`config.mk`:
```
export PLATFORM = sky130hd
export DESIGN_NAME = mux_unstriping_n
export DESIGN_NICKNAME = d
export VERILOG_FILES = /design/src/rtl/mux_unstriping_n.sv
export SDC_FILE = /design/constraint.sdc
export NUM_CORES = 1
export LEC_CHECK = 0
export ABC_CLOCK_PERIOD_IN_PS = 6500
export CAP_MARGIN = 20
export CORE_UTILIZATION = 26
export DETAILED_ROUTE_END_ITERATION = 16
export GPL_TIMING_DRIVEN = 0
export HOLD_SLACK_MARGIN = 0.02
export PLACE_DENSITY = 0.51
export SLEW_MARGIN = 20
export SYNTH_ARGS = -nofsm -noshare
export SYNTH_HDL_FRONTEND = slang
export SYNTH_SLANG_ARGS = --single-unit
```
`constraint.sdc`:
```
create_clock -name clk_Nf -period 6.5 [get_ports clk_Nf]
set_clock_uncertainty 0.05 [all_clocks]
set_input_delay 1.3 -clock clk_Nf [delete_from_list [all_inputs] [get_ports clk_Nf]]
set_output_delay 1.3 -clock clk_Nf [all_outputs]
set_load 0.05 [all_outputs]
```
`src/rtl/mux_unstriping_n.sv`:
```
// N-lane unstriping mux: per-lane FIFOs absorb skew, and a registered output
// re-serialises the words round-robin from lane 0, with a ready/valid handshake.
// Ports:
//   clk_Nf        clock at the aggregate word rate
//   reset         asynchronous, active-high
//   data_in       lane i occupies bits [i*DATA_WIDTH +: DATA_WIDTH]
//   valid_in      per-lane word valid
//   ready_in      per-lane FIFO not full
//   data_out      unstriped word
//   valid_out     data_out holds a word
//   ready_out     consumer accepts data_out
//   selector      lane the next output word is taken from
//   overflow_err  sticky per-lane word-dropped flag
module mux_unstriping_n #(
    parameter int NUM_LANES  = 4,
    parameter int DATA_WIDTH = 32,
    parameter int FIFO_DEPTH = 4
) (
    input  logic                            clk_Nf,
    input  logic                            reset,
    input  logic [NUM_LANES*DATA_WIDTH-1:0] data_in,
    input  logic [NUM_LANES-1:0]            valid_in,
    output logic [NUM_LANES-1:0]            ready_in,
    output logic [DATA_WIDTH-1:0]           data_out,
    output logic                            valid_out,
    input  logic                            ready_out,
    output logic [$clog2(NUM_LANES)-1:0]    selector,
    output logic [NUM_LANES-1:0]            overflow_err
);

    localparam int SW = $clog2(NUM_LANES);
    localparam int PW = $clog2(FIFO_DEPTH);
    localparam int CW = PW + 1;

    logic [NUM_LANES-1:0]  full;
    logic [NUM_LANES-1:0]  empty;
    logic [DATA_WIDTH-1:0] head [NUM_LANES];
    logic                  load;

    // Stall on an empty lane rather than skipping it, so word order holds.
    always_comb begin
        load = (!valid_out || ready_out) && !empty[selector];
    end

    assign ready_in = ~full;

    for (genvar g = 0; g < NUM_LANES; g++) begin : g_lane
        logic [DATA_WIDTH-1:0] mem [FIFO_DEPTH];
        logic [PW-1:0]         wr_ptr;
        logic [PW-1:0]         rd_ptr;
        logic [CW-1:0]         count;
        logic                  ovf;
        logic                  push;
        logic                  pop;

        assign full[g]         = (count == CW'(FIFO_DEPTH));
        assign empty[g]        = (count == '0);
        assign head[g]         = mem[rd_ptr];
        assign overflow_err[g] = ovf;

        // Push is gated by the registered full flag only: a full FIFO
        // rejects a push even when it pops on the same edge.
        assign push = valid_in[g] && !full[g];
        assign pop  = load && (selector == SW'(g));

        always_ff @(posedge clk_Nf or posedge reset) begin
            if (reset) begin
                wr_ptr <= '0;
                rd_ptr <= '0;
                count  <= '0;
                ovf    <= 1'b0;
            end else begin
                if (push)
                    wr_ptr <= wr_ptr + PW'(1);
                if (pop)
                    rd_ptr <= rd_ptr + PW'(1);
                case ({push, pop})
                    2'b10:   count <= count + CW'(1);
                    2'b01:   count <= count - CW'(1);
                    default: count <= count;
                endcase
                if (valid_in[g] && full[g])
                    ovf <= 1'b1;
            end
        end

        always_ff @(posedge clk_Nf) begin
            if (push)
                mem[wr_ptr] <= data_in[g*DATA_WIDTH +: DATA_WIDTH];
        end
    end

    always_ff @(posedge clk_Nf or posedge reset) begin
        if (reset) begin
            data_out  <= '0;
            valid_out <= 1'b0;
            selector  <= '0;
        end else if (load) begin
            data_out  <= head[selector];
            valid_out <= 1'b1;
            selector  <= selector + SW'(1);
        end else if (valid_out && ready_out) begin
            valid_out <= 1'b0;
        end
    end

endmodule

```
==> flow_metrics.env <==
export IMPL_syn_inst=1177
export IMPL_m1WireLength_um=24900
export IMPL_avgSynthCellArea_um2=19.3
export IMPL_startpoint_type="input port"
export IMPL_antenna_found_initial=21
export IMPL_power_leakage_nw=9.82
export IMPL_setup_viol=0
export IMPL_clock_sinks=579
export IMPL_hold_buffers=0
export IMPL_pwr_share_comb_pct=35.1
export IMPL_min_path_type="register to register"
export IMPL_ant_nets=0
export IMPL_drive_gt1_share_pct=18.4
export IMPL_ys_top_cells_by_area="edfxtp_1 (68%), dfrtp_1 (7.4%), mux2i_1 (7.2%), mux4_2 (6.3%), o221ai_2 (1.9%)"
export IMPL_pin_count=178
export IMPL_met2_length_um=28100
export IMPL_gr_total_overflow=0
export IMPL_viasPerCell=4.39
export IMPL_seq_area_frac_synth_pct=74.9
export IMPL_dp_final_hpwl_um=41500
export IMPL_syn_nets=1340
export IMPL_die_x_um=298
export IMPL_die_y_um=298
export IMPL_rows=108
export IMPL_ir_drop_v=0.000259
export IMPL_htreeDepth=2
export IMPL_grt_pass1_wl_um=84100
export IMPL_path_max_fanout=10
export IMPL_grt_pass1_vias=12000
export IMPL_design_die_area_um2=88800
export IMPL_post_cts_resized=0
export IMPL_max_cap_violations=0
export IMPL_dr_pass1_iters=5
export IMPL_critPathSlowestCell="a2111oi_4"
export IMPL_grtUsageTotal_pct=13.0
export IMPL_yosysMostFrequentCell="edfxtp_1"
export IMPL_synthFlopType="edfxtp_1"
export IMPL_area_growth_pct=24.7
export IMPL_worstMarginPinSlew_ns=0.918
export IMPL_post_synth_top_area_cell="edfxtp_1"
export IMPL_synth_area_um2=22800
export IMPL_synth_edf_count=512
export IMPL_crit_required_ns=6.98
export IMPL_critPathKind="input port to register"
export IMPL_synth_seq_cells=579
export IMPL_yosys_top_cells_count="edfxtp_1 (512), mux2i_1 (164), dfrtp_1 (67), mux4_2 (64), o22ai_1 (64)"
export IMPL_drc=0
export IMPL_start_util_pct=26.2
export IMPL_core_um2=86800
export IMPL_crit_path_cell_trace="clkdlybuf4s50_1 > nor2b_1 > a2111oi_4 > buf_2 > o21ai_1 > inv_1 > ha_1 > inv_1 > fa_1 > xor2_1 > nor2_1 > xor2_1"
export IMPL_internal_power_mw=9.01
export IMPL_vias=11600
export IMPL_cts_setup_buffers=0
export IMPL_status="finished clean"
export IMPL_end_kind="register"
export IMPL_grt_start_max_net_pins=44
export IMPL_setup_ws_ns=2.80
export IMPL_dr_first_iter_drc_count=731
export IMPL_clkTransAtPathRegs_ns=0.06
export IMPL_worstPathArrival_ns=4.17
export IMPL_power_frac_clock_pct=25.9
export IMPL_synth_distinct_cells=39
export IMPL_wl_um=57900
export IMPL_yosys_warnings=0
export IMPL_clockBufferDepth=3
export IMPL_io_buffers=177
export IMPL_hold_viol=0
export IMPL_netSwitchingFraction_pct=34.1
export IMPL_cts_tree="yes"
export IMPL_finalSetupTns_ns=0
export IMPL_maxSlewHeadroom_pct=38.8
export IMPL_fin_crit_sh_pct=56.9
export IMPL_hold_worst_slack_ns=0.422
export IMPL_pwr_share_seq_pct=39.1
export IMPL_clock_root_buffer="clkbuf_16"
export IMPL_netlist_area_leader_share_pct=67.5
export IMPL_highest_layer="met5"
export IMPL_place_congestion=0.744
export IMPL_final_nets=1594
export IMPL_dr_wl_met3_um=3520
export IMPL_drv_slew=0
export IMPL_cts_buffers=58
export IMPL_power_density_nw_per_um2=481
export IMPL_async_flop_share_pct=11.6
export IMPL_dp_slack_ns=2.09
export IMPL_rsz0062_at_grt="no"
export IMPL_wire_per_inst_um=22.0
export IMPL_clock_fmax_mhz=271
export IMPL_finalCriticalPeriod_ns=3.70
export IMPL_clkLatencyLatePin_ns=0.61
export IMPL_critical_path_max_stage_delay_ns=0.61
export IMPL_p_switching_mw=4.66
## registers in the layout, indices dropped and copies added (netlist names)
| signal | cells |
|---|---|
| data_out | 32 |
| valid_out | 1 |
| g_lane.mem | 512 |
| g_lane.rd_ptr | 8 |
| g_lane.count | 12 |
| g_lane.wr_ptr | 8 |
| g_lane.ovf | 4 |
| selector | 2 |
## worst paths after layout
| path | from | endpoint | slack (ns) | cells past startpoint |
|---|---|---|---|---|
| min reg2reg | g_lane[1].ovf$_DFFE_PP0P_ | g_lane[1].ovf$_DFFE_PP0P_ | 0.42 | 1 |
| max in group asynchronous | reset | data_out[9]$_DFFE_PP0P_ | 4.81 | 3 |
| min in group asynchronous | reset | g_lane[2].ovf$_DFFE_PP0P_ | 1.00 | 2 |
| max reg2reg | selector[1]$_DFFE_PP0P_ | g_lane[2].count[2]$_DFFE_PP0P_ | 3.39 | 11 |
| max | ready_out | g_lane[2].count[2]$_DFFE_PP0P_ | 2.80 | 12 |
| min | g_lane[1].ovf$_DFFE_PP0P_ | g_lane[1].ovf$_DFFE_PP0P_ | 0.42 | 1 |
## area by class of cell
type	instances	area, um^2
diodes	1	2.50
plain buffers	63	328
clock buffers	71	1560
clock inverters	38	468
fillers	8310	58400
inverters	59	224
multi-input cells	476	5190
flip-flops and latches	579	17100
well taps	1155	1450
repair buffers	194	2120
## cell families (layout without fill, tap and decap cells)
family	Yosys count	in the layout	synth area share, %
adders and majority gates	28	28	1.67
DFF	579	579	74.9
other	0	1	0
and+or+nand+nor	44	44	1.14
AOI/OAI and AO/OA	148	148	5.22
xor gates and xnor gates	24	24	0.923
muxes	232	232	13.7
buffers and inverters	122	425	2.41
## cell usage in the layout (no fill, tap or decap), types with 29 or more instances in the layout
master           netlist  final
mux4_2                64     64
o21ai_0               33     33
clkdlybuf4s50_1        0    177
clkbuf_16              0     61
buf_2                 34     34
edfxtp_1             512    512
dfrtp_1               67     67
mux2i_1              164    164
o22ai_1               64     64
o221ai_2              29     29
inv_1                 58     57
## through the flow
step	cell area, um^2	total power, mW	util [%]	instances
after CTS	28400	13.9	32.7	2635
after detailed placement	26400	10.3	30.4	2526
after floorplan	22800	8.51	-	1177
after global routing	28400	14.4	32.7	2636
final	28400	13.7	32.7	2636
after global placement	26000	10.2	30.0	2509
## power by group through the flow
| stage | clock network (mW) | logic (mW) | registers, mW |
|---|---|---|---|
| 2_1_floorplan | 0 | 2.83 | 5.68 |
| 3_3_place_gp | 0 | 4.72 | 5.44 |
| 3_5_place_dp | 0 | 4.92 | 5.43 |
| 4_1_cts | 3.63 | 4.93 | 5.35 |
| 5_1_grt | 3.77 | 5.18 | 5.42 |
| 6_report | 3.54 | 4.79 | 5.34 |
## worst max-delay path, delay by kind of cell
family                   cells  cell delay (ns)
adder cells (fa/ha/maj)      2             0.57
AND/OR/NAND/NOR              2             0.25
buffers and inverters        4             1.01
AO/OA/AOI/OAI                2             0.73
XOR/XNOR                     2             0.30
## metal layers
metal	GRT usage, %	vias to the layer above
li1	-	5203
met1	16.6	5984
met2	21.4	230
met3	3.83	108
met4	3.10	36
met5	0	-
Power figures use the tool's default switching activity.
